===== src/rtl/pipe_mux_n.sv =====
// pipe_mux_n: N-to-1 valid/ready selector into a registered two-entry skid buffer.
// in_ready depends only on sel and buffer occupancy, never on out_ready.
module pipe_mux_n #(
   parameter int DATA_WIDTH = 32,
   parameter int NUM_INPUTS = 4,
   localparam int SEL_W = (NUM_INPUTS > 1) ? $clog2(NUM_INPUTS) : 1
) (
   input  logic                             clk,
   input  logic                             rst,
   input  logic [NUM_INPUTS*DATA_WIDTH-1:0] in_data,
   input  logic [NUM_INPUTS-1:0]            in_valid,
   output logic [NUM_INPUTS-1:0]            in_ready,
   input  logic [SEL_W-1:0]                 sel,
   output logic [DATA_WIDTH-1:0]            out_data,
   output logic                             out_valid,
   input  logic                             out_ready,
   output logic                             sel_err
);
   localparam logic [1:0] EMPTY = 2'd0, ONE = 2'd1, TWO = 2'd2;
   localparam logic [SEL_W:0] SEL_LIM = NUM_INPUTS[SEL_W:0];

   logic [1:0] state;
   logic [DATA_WIDTH-1:0] skid, din;
   logic sel_ok, accept, drain;

   assign sel_ok = {1'b0, sel} < SEL_LIM;
   assign accept = |(in_valid & in_ready);
   assign drain = out_valid && out_ready;
   assign out_valid = state != EMPTY;

   genvar i;
   generate
      for (i = 0; i < NUM_INPUTS; i++) begin : g_rdy
         assign in_ready[i] = sel_ok && sel == SEL_W'(i) && state != TWO && !rst;
      end
   endgenerate

   always_comb begin
      din = '0;
      for (int j = 0; j < NUM_INPUTS; j++)
         if (sel == SEL_W'(j)) din = in_data[j*DATA_WIDTH +: DATA_WIDTH];
   end

   always_ff @(posedge clk)
      if (rst) begin
         state <= EMPTY;
         out_data <= '0;
         skid <= '0;
         sel_err <= 1'b0;
      end else begin
         sel_err <= !sel_ok && |in_valid;
         case (state)
            EMPTY: if (accept) begin
               state <= ONE;
               out_data <= din;
            end
            ONE: if (accept && drain) out_data <= din;
               else if (accept) begin
                  state <= TWO;
                  skid <= din;
               end else if (drain) state <= EMPTY;
            TWO: if (drain) begin
               state <= ONE;
               out_data <= skid;
            end
            default: state <= EMPTY;
         endcase
      end
endmodule


===== config.mk =====
export PLATFORM = sky130hd
export DESIGN_NAME = pipe_mux_n
export DESIGN_NICKNAME = d
export VERILOG_FILES = /design/src/rtl/pipe_mux_n.sv
export SDC_FILE = /design/constraint.sdc
export NUM_CORES = 1
export LEC_CHECK = 0
export CAP_MARGIN = 25
export CORE_ASPECT_RATIO = 1.5
export CORE_MARGIN = 3
export CORE_UTILIZATION = 31
export CTS_CLUSTER_DIAMETER = 30
export DETAILED_ROUTE_END_ITERATION = 12
export GPL_ROUTABILITY_DRIVEN = 1
export GPL_TIMING_DRIVEN = 0
export PLACE_DENSITY_LB_ADDON = 0.15
export SYNTH_ARGS = -nofsm -noshare
export SYNTH_HDL_FRONTEND = slang
export SYNTH_SLANG_ARGS = --single-unit

===== constraint.sdc =====
create_clock -name clk -period 2.9 [get_ports clk]
set_clock_uncertainty 0.1 [all_clocks]
set_input_delay 0.58 -clock clk [delete_from_list [all_inputs] [get_ports clk]]
set_output_delay 0.58 -clock clk [all_outputs]
set_load 0.02 [all_outputs]

* Yosys cells after proc, flatten, opt, wreduce, memory -nomap -nowiden
Index checks and enable logic that the tools add are counted.
Word-level totals: bits in registers 66, word-level logic and storage cells 49, input port bits 137, output and inout port bits 38
Operators by class: reductions and logical operators 19, equal/unequal tests 11, bitwise logic cells 2, multiplexer cells 14
Operators by type and width (count):
- $mux 32 | 7
- $pmux 32 s3 | 1
- $logic_and 1x1->1 | 10
- $mux 2 | 5
- $ne 2x2->1 const B | 5
- $reduce_and 4->1 | 2
- $eq 2x2->1 const B | 3
- $pmux 2 s3 | 1
- $and 4x4->4 | 1
- $eq 2x1->1 const B | 2
- $logic_not 2->1 | 2
- $reduce_or 4->1 | 1
- $ne 3x3->1 const B | 1
- $reduce_and 3->1 | 1
- $reduce_bool 3->1 | 1
- $reduce_bool 2->1 | 1
- $logic_not 1->1 | 1
- $not 1->1 | 1

* Logic depth before layout (Yosys ltp)
Gate-level depths: netlist of run 1.
depth in word-level cells 8, depth in mapped cells 8, depth with buffers taken out 4

* Least setup slack after synthesis of run 1
Ideal clock, no wire load.
kind input-to-output, from input sel[1], to output in_ready[2], cell stages on the path 3, arrival 1.967 ns, buffers on the path 2, path slack 0.253 ns, required time 2.220 ns, cells stage by stage clkbuf_1 -> clkbuf_1 -> nor4b_1
Between the ends: word-level cells in the longest chain between the ends 3
Ends and longest elaborated chain:
- start: declaration | line 13 | input logic [SEL_W-1:0] sel,
- $eq 2x2->1 | line 34 | assign in_ready[i] = sel_ok && sel == SEL_W'(i) && state != TWO && !rst;
- $logic_and 1x1->1 (2 in series) | line 34
- end: declaration | line 12 | output logic [NUM_INPUTS-1:0] in_ready,
Every way passes these cells.

* Worst setup path after layout of run 1
from register state[1], to output in_ready[3]
Between the ends: word-level cells in the longest chain between the ends 3
Ends and longest elaborated chain:
- start: declaration | line 22 | logic [1:0] state;
- start signal: assignment | line 46 | state <= EMPTY;
- start signal: assignment | line 54 | state <= ONE;
- start signal: assignment | line 59 | state <= TWO;
- $ne 2x2->1 | line 34
- $logic_and 1x1->1 (2 in series) | line 34
Every way passes these cells.

==> impl_metrics.json, run 1 <==
{
  "status": "finished clean",
  "dp_cells": 674,
  "swShare": 0.256,
  "final_util": 0.520,
  "ant_nets": 0,
  "pwr-share-seq": 0.344,
  "path_common_cell": "buf_4",
  "p_int_mw": 2.23,
  "ctsHoldBuffers": 0,
  "final-instance-count-excl-fill": 689,
  "p_switching_mw": 0.768,
  "tritoncts": "yes",
  "cp-start-kind": "register",
  "antenna_found_initial": 0,
  "fp-row-count": 47,
  "combPwrFrac": 0.267,
  "setup_viol": 0,
  "finalWorstSetupSlack_ns": 0.102,
  "fin_crit_sh": 0.965,
  "finalInstanceArea_mm2": 0.00582,
  "syn_to_final_growth_pct": 62.2,
  "layout_commonest_cell": "clkdlybuf4s50_1",
  "worstPathArrival_ns": 2.12,
  "holdWs_ns": 0.354,
  "crit_path_max_incr_delay_ns": 0.54,
  "grt_max_degree": 11,
  "drtPass1Iterations": 4,
  "synth_area_mm2": 0.00359,
  "drcViolationCount": 0,
  "root_buffer": "clkbuf_16",
  "reg2reg_depth": 6,
  "finalHoldViolCount": 0,
  "drt-total-wl_mm": 11.4,
  "synthAdderAreaFrac": 0,
  "grt.overflow.total": 0,
  "synth_top_area_share": 0.368,
  "clkPwrFrac": 0.389,
  "slew_headroom": 0.433,
  "drive_above_1_share": 0.122,
  "num_io_pins": 175,
  "ctsResizeCount": 10,
  "final_nets": 675,
  "place_congestion": 0.800,
  "cts_sinks": 66,
  "regToRegStartpoint": "state[0]$_SDFFE_PP0P_",
  "dpl.hpwl_mm": 8.87,
  "endpoint": "in_ready[3]",
  "ys_ff_latch": 66,
  "fp.coreArea_mm2": 0.0112,
  "synth-compound-area-share": 0.173,
  "yosysUniqueCellTypes": 26,
  "layout_common_cells": "clkdlybuf4s50_1, a21oi_1, dfxtp_1, nand2_1",
  "dieArea_mm2": 0.0129,
  "cts.path.max_buffers": 2,
  "tightest_slew_ns": 0.851,
  "io_buffers": 171,
  "yosys.area_share.xor_xnor": 0,
  "reg2reg_to": "skid[9]$_SDFFE_PP0P_",
  "syn_avg_cell_area_um2": 10.1,
  "die_w_um": 93.8,
  "synth_seq_area_share": 0.368,
  "grt_pass1_wl_mm": 17.7,
  "rsz0062_at_grt": "false",
  "synth_top_family_by_area": "multiplexers",
  "place_area_mm2": 0.00548,
  "synthesis.nets": 493,
  "power_density_mw_per_mm2": 515,
  "crit_chain": "nor2b_1 > buf_4 > buf_4 > and4b_1 > clkdlybuf4s50_1",
  "cts.clk_slew.worst_paths_ns": 0.05,
  "drtIter0Drc": 126,
  "via_per_inst": 5.09,
  "fin_crit_ns": 2.80,
  "globalRouteTotalUtil": 0.177,
  "power.total_mw": 3.00,
  "die_h_um": 138,
  "fin_setup_tns_ns": 0,
  "power.leakage_nw": 1.96,
  "wire_per_inst_um": 16.6,
  "fmax_mhz": 357,
  "synthSimpleGateAreaFrac": 0.100,
  "cp.required_ns": 2.22,
  "grt_pass1_vias": 3566,
  "slew_violations": 0,
  "cp-end-kind": "primary output",
  "crit_fanout": 10,
  "yosys_warnings": 0,
  "r2r_slack_ns": 0.65,
  "antenna_cells": 0,
  "cts_setup_buffers": 0,
  "crit_type": "register to primary output",
  "synthTopCellsByArea": "dfxtp_1, mux4_2, a21oi_1",
  "netlist_instances": 356,
  "clk-insertion-delay-late_ns": 0.33,
  "cts_buffers": 9,
  "vias": 3507,
  "start_util": 0.321,
  "worstHoldPathType": "register to register",
  "drv_cap": 0,
  "place_worst_setup_slack_ns": -0.374,
  "htree_levels": 3,
  "critPathSlowestCell": "clkdlybuf4s50_1",
  "crit_start": "state[1]$_SDFFE_PP0P_",
  "ir_drop_mv": 0.263,
  "synth_mux_area_frac": 0.299,
  "yosysTopAreaCell": "dfxtp_1"
}
cells by family (layout without fill, tap and decap cells):
| logic type | after synthesis | in the layout |
|---|---|---|
| AOI/OAI and AO/OA | 99 | 99 |
| and+or+nand+nor | 80 | 80 |
| other | 1 | 1 |
| DFF | 66 | 66 |
| buffers and inverters | 44 | 230 |
| muxes | 66 | 66 |
synth_stat cells:
| library cell | instances |
|---|---|
| and2_1 | 1 |
| nor4_1 | 1 |
| conb_1 | 1 |
| nor3b_1 | 2 |
| or2_2 | 2 |
| mux2i_1 | 33 |
| or3_1 | 1 |
| inv_1 | 1 |
| nor2b_1 | 2 |
| dfxtp_1 | 66 |
| clkbuf_1 | 31 |
| a21oi_1 | 66 |
| mux4_2 | 33 |
| clkbuf_2 | 1 |
| buf_4 | 1 |
| and3b_1 | 1 |
| o41ai_1 | 32 |
| o32ai_1 | 1 |
| or3b_2 | 2 |
| buf_1 | 4 |
| buf_6 | 5 |
| and4b_1 | 1 |
| nand2_1 | 64 |
| buf_2 | 1 |
| nand2b_1 | 1 |
| nor4b_1 | 2 |
power by group through the flow:
stage	Sequential, mW	Clock [mW]	Combinational, mW
global placement	1.05	0	0.795
CTS	1.03	1.18	0.807
detailed placement	1.05	0	0.804
global route	1.04	1.22	0.859
floorplan	1.12	0	0.324
finish	1.03	1.17	0.800
how the worst min path moves through the flow:
stage | start | endpoint | slack (ns) | depth (start not counted)
detailed placement | skid[1]$_SDFFE_PP0P_ | skid[1]$_SDFFE_PP0P_ | 0.35 | 2
finish | skid[7]$_SDFFE_PP0P_ | skid[7]$_SDFFE_PP0P_ | 0.35 | 2
global placement | skid[27]$_SDFFE_PP0P_ | skid[27]$_SDFFE_PP0P_ | 0.34 | 2
CTS | skid[23]$_SDFFE_PP0P_ | skid[23]$_SDFFE_PP0P_ | 0.35 | 2
global route | skid[23]$_SDFFE_PP0P_ | skid[23]$_SDFFE_PP0P_ | 0.37 | 2
floorplan | skid[0]$_SDFFE_PP0P_ | skid[0]$_SDFFE_PP0P_ | 0.34 | 2
critical path: cells and delay by family (launching register included):
family	cells	cell delay, ns
AND/OR/NAND/NOR	2	0.41
buffers and inverters	3	1.00
flip-flops	1	0.38
layout make-up:
type	instances	area [um2]
clock buffer	13	260
sequential	66	1320
inverter	1	3.75
tap	147	184
fill	1046	5360
buffer	43	216
clock inverter	2	60.1
multi-input combinational	246	2060
timing repair buffer	171	1710
registers in the layout (all words and copies together), names as in the netlist:
name	cells
state	2
out_data	32
skid	32
routing by layer:
metal	GRT usage	up-vias	wire (um)
met5	0	-	0
met3	0.0268	15	654
met1	0.198	1664	4220
li1	-	1709	-
met4	0.0731	0	278
met2	0.330	119	6290
No activity file was read; power rests on OpenSTA's default activity.
==> inputs of run 2 (changes only) <==
SETUP_SLACK_MARGIN = 0.4   (was not set)
==> run 2 against run 1 <==
Flip-flop and latch count unchanged. Sequential share of layout area decreased by 1.1 points. Fmax rose by 14%. Utilization grew 2.7 points. Die area unchanged. Register-to-register slack gained 0.17 ns. Clock power barely moved. First-iteration DRC count fell by 25%. Final area rose by 5.2%. Critical path depth increased by 3. Combinational power up 8.2%. Critical endpoint is now out_data[20]$_SDFFE_PP0P_. Largest cell class unchanged.
==> impl_metrics.json, run 2 (synthesized netlist as in run 1, its figures left out) <==
{
  "status": "finished clean",
  "multi_input_area_mm2": 0.00228,
  "wire_per_inst_um": 16.8,
  "fill_cells": 1024,
  "fmax_mhz": 409,
  "drt-total-wl_mm": 11.7,
  "largestRegisters": "out_data (32), skid (32), state (2)",
  "cp-end-kind": "register",
  "cts.clk_slew.worst_paths_ns": 0.06,
  "grt.overflow.total": 0,
  "holdWs_ns": 0.352,
  "num_io_pins": 175,
  "fp.coreArea_mm2": 0.0112,
  "worstHoldPathCells": 2,
  "layout_common_cells": "clkdlybuf4s50_1, dfxtp_1, nand2_1, a21oi_1",
  "power_density_mw_per_mm2": 505,
  "cts.path.max_buffers": 2,
  "place_congestion": 0.771,
  "ctsHoldBuffers": 0,
  "layout_commonest_cell": "clkdlybuf4s50_1",
  "syn_to_final_growth_pct": 70.7,
  "r2r_slack_ns": 0.82,
  "gr-usage-met2": 0.335,
  "reg2reg_to": "skid[22]$_SDFFE_PP0P_",
  "clk-insertion-delay-late_ns": 0.34,
  "cp-start-kind": "input port",
  "ir_drop_mv": 0.276,
  "finalHoldViolCount": 0,
  "grt_pass1_wl_mm": 18.0,
  "power.leakage_nw": 2.13,
  "hp-start": "skid[31]$_SDFFE_PP0P_",
  "fin_crit_sh": 0.843,
  "power.total_mw": 3.09,
  "final_util": 0.548,
  "drive_above_1_share": 0.233,
  "use_met1": 0.200,
  "drv_cap": 0,
  "crit_type": "input port to register",
  "slew_headroom": 0.403,
  "fin_crit_ns": 2.45,
  "worstPathArrival_ns": 2.61,
  "final-instance-count-excl-fill": 696,
  "cp.required_ns": 3.07,
  "fp-row-count": 47,
  "grt_pass1_vias": 3591,
  "crit_fanout": 10,
  "regToRegStartpoint": "state[0]$_SDFFE_PP0P_",
  "setup_viol": 0,
  "busiest_layer": "met2",
  "die_h_um": 138,
  "htree_levels": 3,
  "drtPass1Iterations": 8,
  "ant_nets": 0,
  "tritoncts": "yes",
  "globalRouteTotalUtil": 0.181,
  "via_per_inst": 5.08,
  "tightest_slew_ns": 0.896,
  "grtUsageMet3": 0.0377,
  "cts_buffers": 9,
  "min_to": "skid[31]$_SDFFE_PP0P_",
  "cts_sinks": 66,
  "worstHoldPathType": "register to register",
  "start_util": 0.321,
  "dpl.hpwl_mm": 8.87,
  "reg2reg_depth": 6,
  "die_w_um": 93.8,
  "root_buffer": "clkbuf_16",
  "final_nets": 681,
  "slew_violations": 0,
  "rsz0062_at_grt": "false",
  "antenna_cells": 0,
  "dieArea_mm2": 0.0129,
  "drtIter0Drc": 94,
  "register_area_mm2": 0.00132,
  "drcViolationCount": 0,
  "io_buffers": 171,
  "grt_max_degree": 13,
  "vias": 3535,
  "dp_cells": 674,
  "antenna_found_initial": 0
}
run 2: worst max path at each step:
stage | start | to | slack [ns] | cells past startpoint
floorplan | sel[1] | out_data[0]$_SDFFE_PP0P_ | 0.43 | 8
global placement | state[1]$_SDFFE_PP0P_ | in_ready[3] | -0.31 | 5
detailed placement | state[1]$_SDFFE_PP0P_ | in_ready[3] | -0.36 | 5
CTS | rst | in_ready[2] | 0.36 | 4
global route | in_valid[3] | out_data[18]$_SDFFE_PP0P_ | 0.39 | 8
finish | in_valid[3] | out_data[20]$_SDFFE_PP0P_ | 0.45 | 8
run 2: stage by stage:
step	cell area [um2]	TNS, ns	worst slack [ns]
global placement	5490	-6.21	-0.312
floorplan	3600	0	0.431
CTS	5880	0	0.365
detailed placement	5490	-6.22	-0.357
finish	6120	0	0.455
global route	6120	0	0.387
run 2: critical path: stages:
cell and delay (ns):
clkdlybuf4s50_1 0.39, mux4_2 0.51, and3b_1 0.20, buf_6 0.14, or3_4 0.36, buf_6 0.14
buf_6 0.14, a21oi_1 0.14
run 2: final cells by class:
cell class	count	share of cell area
clock inverters	6	0.0147
inverters	1	0.000613
flip-flops and latches	66	0.216
clock buffers	10	0.0390
plain buffers	43	0.0433
multi-input cells	246	0.372
well taps	147	0.0300
repair buffers	177	0.284
run 2: where the power goes:
| part | total, mW | leakage [nW] | internal (mW) | switching, mW |
|---|---|---|---|---|
| clock network | 1.19 | 0.159 | 0.776 | 0.410 |
| registers | 1.04 | 0.542 | 0.987 | 0.0512 |
| logic | 0.866 | 1.43 | 0.484 | 0.382 |
run 2: routing by layer:
layer	part of all wire	routed length, um
met2	0.55	6470
met4	0.021	245
met1	0.37	4340
met3	0.054	635
met5	0	0
run 2: repair_timing:
item                       4_1_cts  5_1_grt
setup endpoints to repair       65       65
gates resized for setup         39       61
cloned                           0        0
setup buffers                    1        5
pin swaps                        0        2
==> inputs of run 3 (changes only) <==
clock period = 2.4 ns   (was 2.9 ns; I/O delays follow)
==> run 3 against run 2 <==
Via count is 4.3% higher. Sequential share of layout area is 1.6 points lower. Worst setup slack worse by 0.10 ns. Largest cell class unchanged.
==> impl_metrics.json, run 3 (synthesized netlist as in run 1, its figures left out) <==
{
  "status": "finished clean",
  "dieArea_mm2": 0.0129,
  "rsz0062_at_grt": "true",
  "antenna_found_initial": 0,
  "crit_chain": "buf_12 > mux4_2 > and3b_1 > clkbuf_8 > or3_4 > buf_12 > buf_12 > a21oi_2",
  "clk-insertion-delay-late_ns": 0.33,
  "power.total_mw": 4.03,
  "power_density_mw_per_mm2": 606,
  "reg2reg_to": "out_data[10]$_SDFFE_PP0P_",
  "r2r_slack_ns": 0.46,
  "place_congestion": 0.791,
  "setup_viol": 0,
  "tightest_slew_ns": 0.929,
  "antenna_cells": 0,
  "grt_pass1_vias": 3932,
  "cts.clk_slew.worst_paths_ns": 0.05,
  "cts.path.max_buffers": 2,
  "cp-start-kind": "input port",
  "io_buffers": 171,
  "globalRouteTotalUtil": 0.196,
  "worstHoldPathType": "register to register",
  "via_per_inst": 5.22,
  "regToRegStartpoint": "state[0]$_SDFFE_PP0P_",
  "fin_setup_tns_ns": 0,
  "cp-end-kind": "register",
  "drtPass1Iterations": 4,
  "ir_drop_mv": 0.374,
  "ant_nets": 0,
  "syn_to_final_growth_pct": 85.4,
  "path_common_cell": "buf_12",
  "cts_sinks": 66,
  "finalHoldViolCount": 0,
  "worstHoldPathCells": 2,
  "crit_type": "input port to register",
  "cts_buffers": 9,
  "fin_crit_sh": 0.854,
  "final_nets": 691,
  "crit_start": "sel[0]",
  "dpl.hpwl_mm": 8.94,
  "fill_cells": 947,
  "drtIter0Drc": 81,
  "cp.required_ns": 2.56,
  "die_h_um": 138,
  "htree_levels": 3,
  "grt_max_degree": 12,
  "largestRegisters": "out_data (32), skid (32), state (2)",
  "grt.overflow.total": 0,
  "drive_above_1_share": 0.320,
  "power.leakage_nw": 2.37,
  "wire_per_inst_um": 17.9,
  "slew_headroom": 0.380,
  "drt-total-wl_mm": 12.6,
  "num_io_pins": 175,
  "place_area_mm2": 0.00558,
  "endpoint": "out_data[27]$_SDFFE_PP0P_",
  "drcViolationCount": 0,
  "tritoncts": "yes",
  "fp.coreArea_mm2": 0.0112,
  "vias": 3687,
  "root_buffer": "clkbuf_16",
  "start_util": 0.321,
  "crit_fanout": 10,
  "fp-row-count": 47,
  "layout_commonest_cell": "clkdlybuf4s50_1",
  "reg2reg_depth": 6,
  "drv_cap": 0,
  "worstPathArrival_ns": 2.21,
  "finalInstanceArea_mm2": 0.00665,
  "grt_pass1_wl_mm": 19.4,
  "critPathSlowestCell": "mux4_2",
  "die_w_um": 93.8,
  "holdWs_ns": 0.351,
  "slew_violations": 0,
  "crit_path_max_incr_delay_ns": 0.55,
  "fin_crit_ns": 2.05,
  "fmax_mhz": 488,
  "layout_common_cells": "clkdlybuf4s50_1, nand2_1, dfxtp_1, a21oi_1"
}
==> run 3: cell count changes in the layout (fill, tap and decap cells not counted), sizes merged <==
cell	change
clkinv	-1
dlygate4sd2	-1
clkdlybuf4s50	-6
bufinv	+1
clkbuf	+7
buf	+11
clkinvlp	-1
==> run 3: where the power goes <==
group	switching [mW]	total [mW]	internal [mW]	leakage (nW)
Sequential	0.0749	1.27	1.19	0.542
Clock	0.465	1.53	1.07	0.176
Combinational	0.534	1.23	0.696	1.65
==> run 3: repair_timing <==
item                                    CTS  global route
pin swaps                                 5             6
hold buffers                              0             0
endpoints found under the setup margin   70            65
gates resized for setup                 124            45
buffers inserted                         13             0
endpoints found under the hold margin     0             0
cloned                                    3             0
==> run 3: per-layer routing <==
layer / vias up / part of all wire / track usage
met5: - / 0 / 0
met4: 0 / 0.020 / 0.0851
met3: 20 / 0.049 / 0.0399
met2: 109 / 0.58 / 0.377
met1: 1808 / 0.35 / 0.199
li1: 1750 / - / -
==> run 3: final cells by class <==
cell class	count	area, um2	share of cell area
plain buffers	43	392	0.0589
clock inverters	5	100	0.0151
clock buffers	11	253	0.0380
repair buffers	187	1850	0.278
multi-input cells	246	2540	0.382
well taps	147	184	0.0277
inverters	1	3.75	0.000565
flip-flops and latches	66	1330	0.200
==> run 3: worst min-delay path by stage <==
stage                          startpoint                    end  slack, ns
global route         skid[7]$_SDFFE_PP0P_   skid[7]$_SDFFE_PP0P_       0.38
CTS                  skid[7]$_SDFFE_PP0P_   skid[7]$_SDFFE_PP0P_       0.36
global placement    skid[30]$_SDFFE_PP0P_  skid[30]$_SDFFE_PP0P_       0.34
finish               skid[7]$_SDFFE_PP0P_   skid[7]$_SDFFE_PP0P_       0.35
detailed placement   skid[7]$_SDFFE_PP0P_   skid[7]$_SDFFE_PP0P_       0.35
floorplan            skid[0]$_SDFFE_PP0P_   skid[0]$_SDFFE_PP0P_       0.34
==> run 3: per-stage QoR <==
stage / setup slack [ns] / util / std cells
CTS: 0.320 / 0.578 / 706
detailed placement: -0.606 / 0.499 / 674
floorplan: 0.114 / - / 356
global route: 0.322 / 0.595 / 706
global placement: -0.539 / 0.499 / 674
finish: 0.350 / 0.595 / 706
==> run 3: critical path, delay by kind of cell <==
family                 cells  cell delay, ns
multiplexers               1            0.55
AND/OR/NAND/NOR            2            0.54
buffers and inverters      4            0.52
AO/OA/AOI/OAI              1            0.11
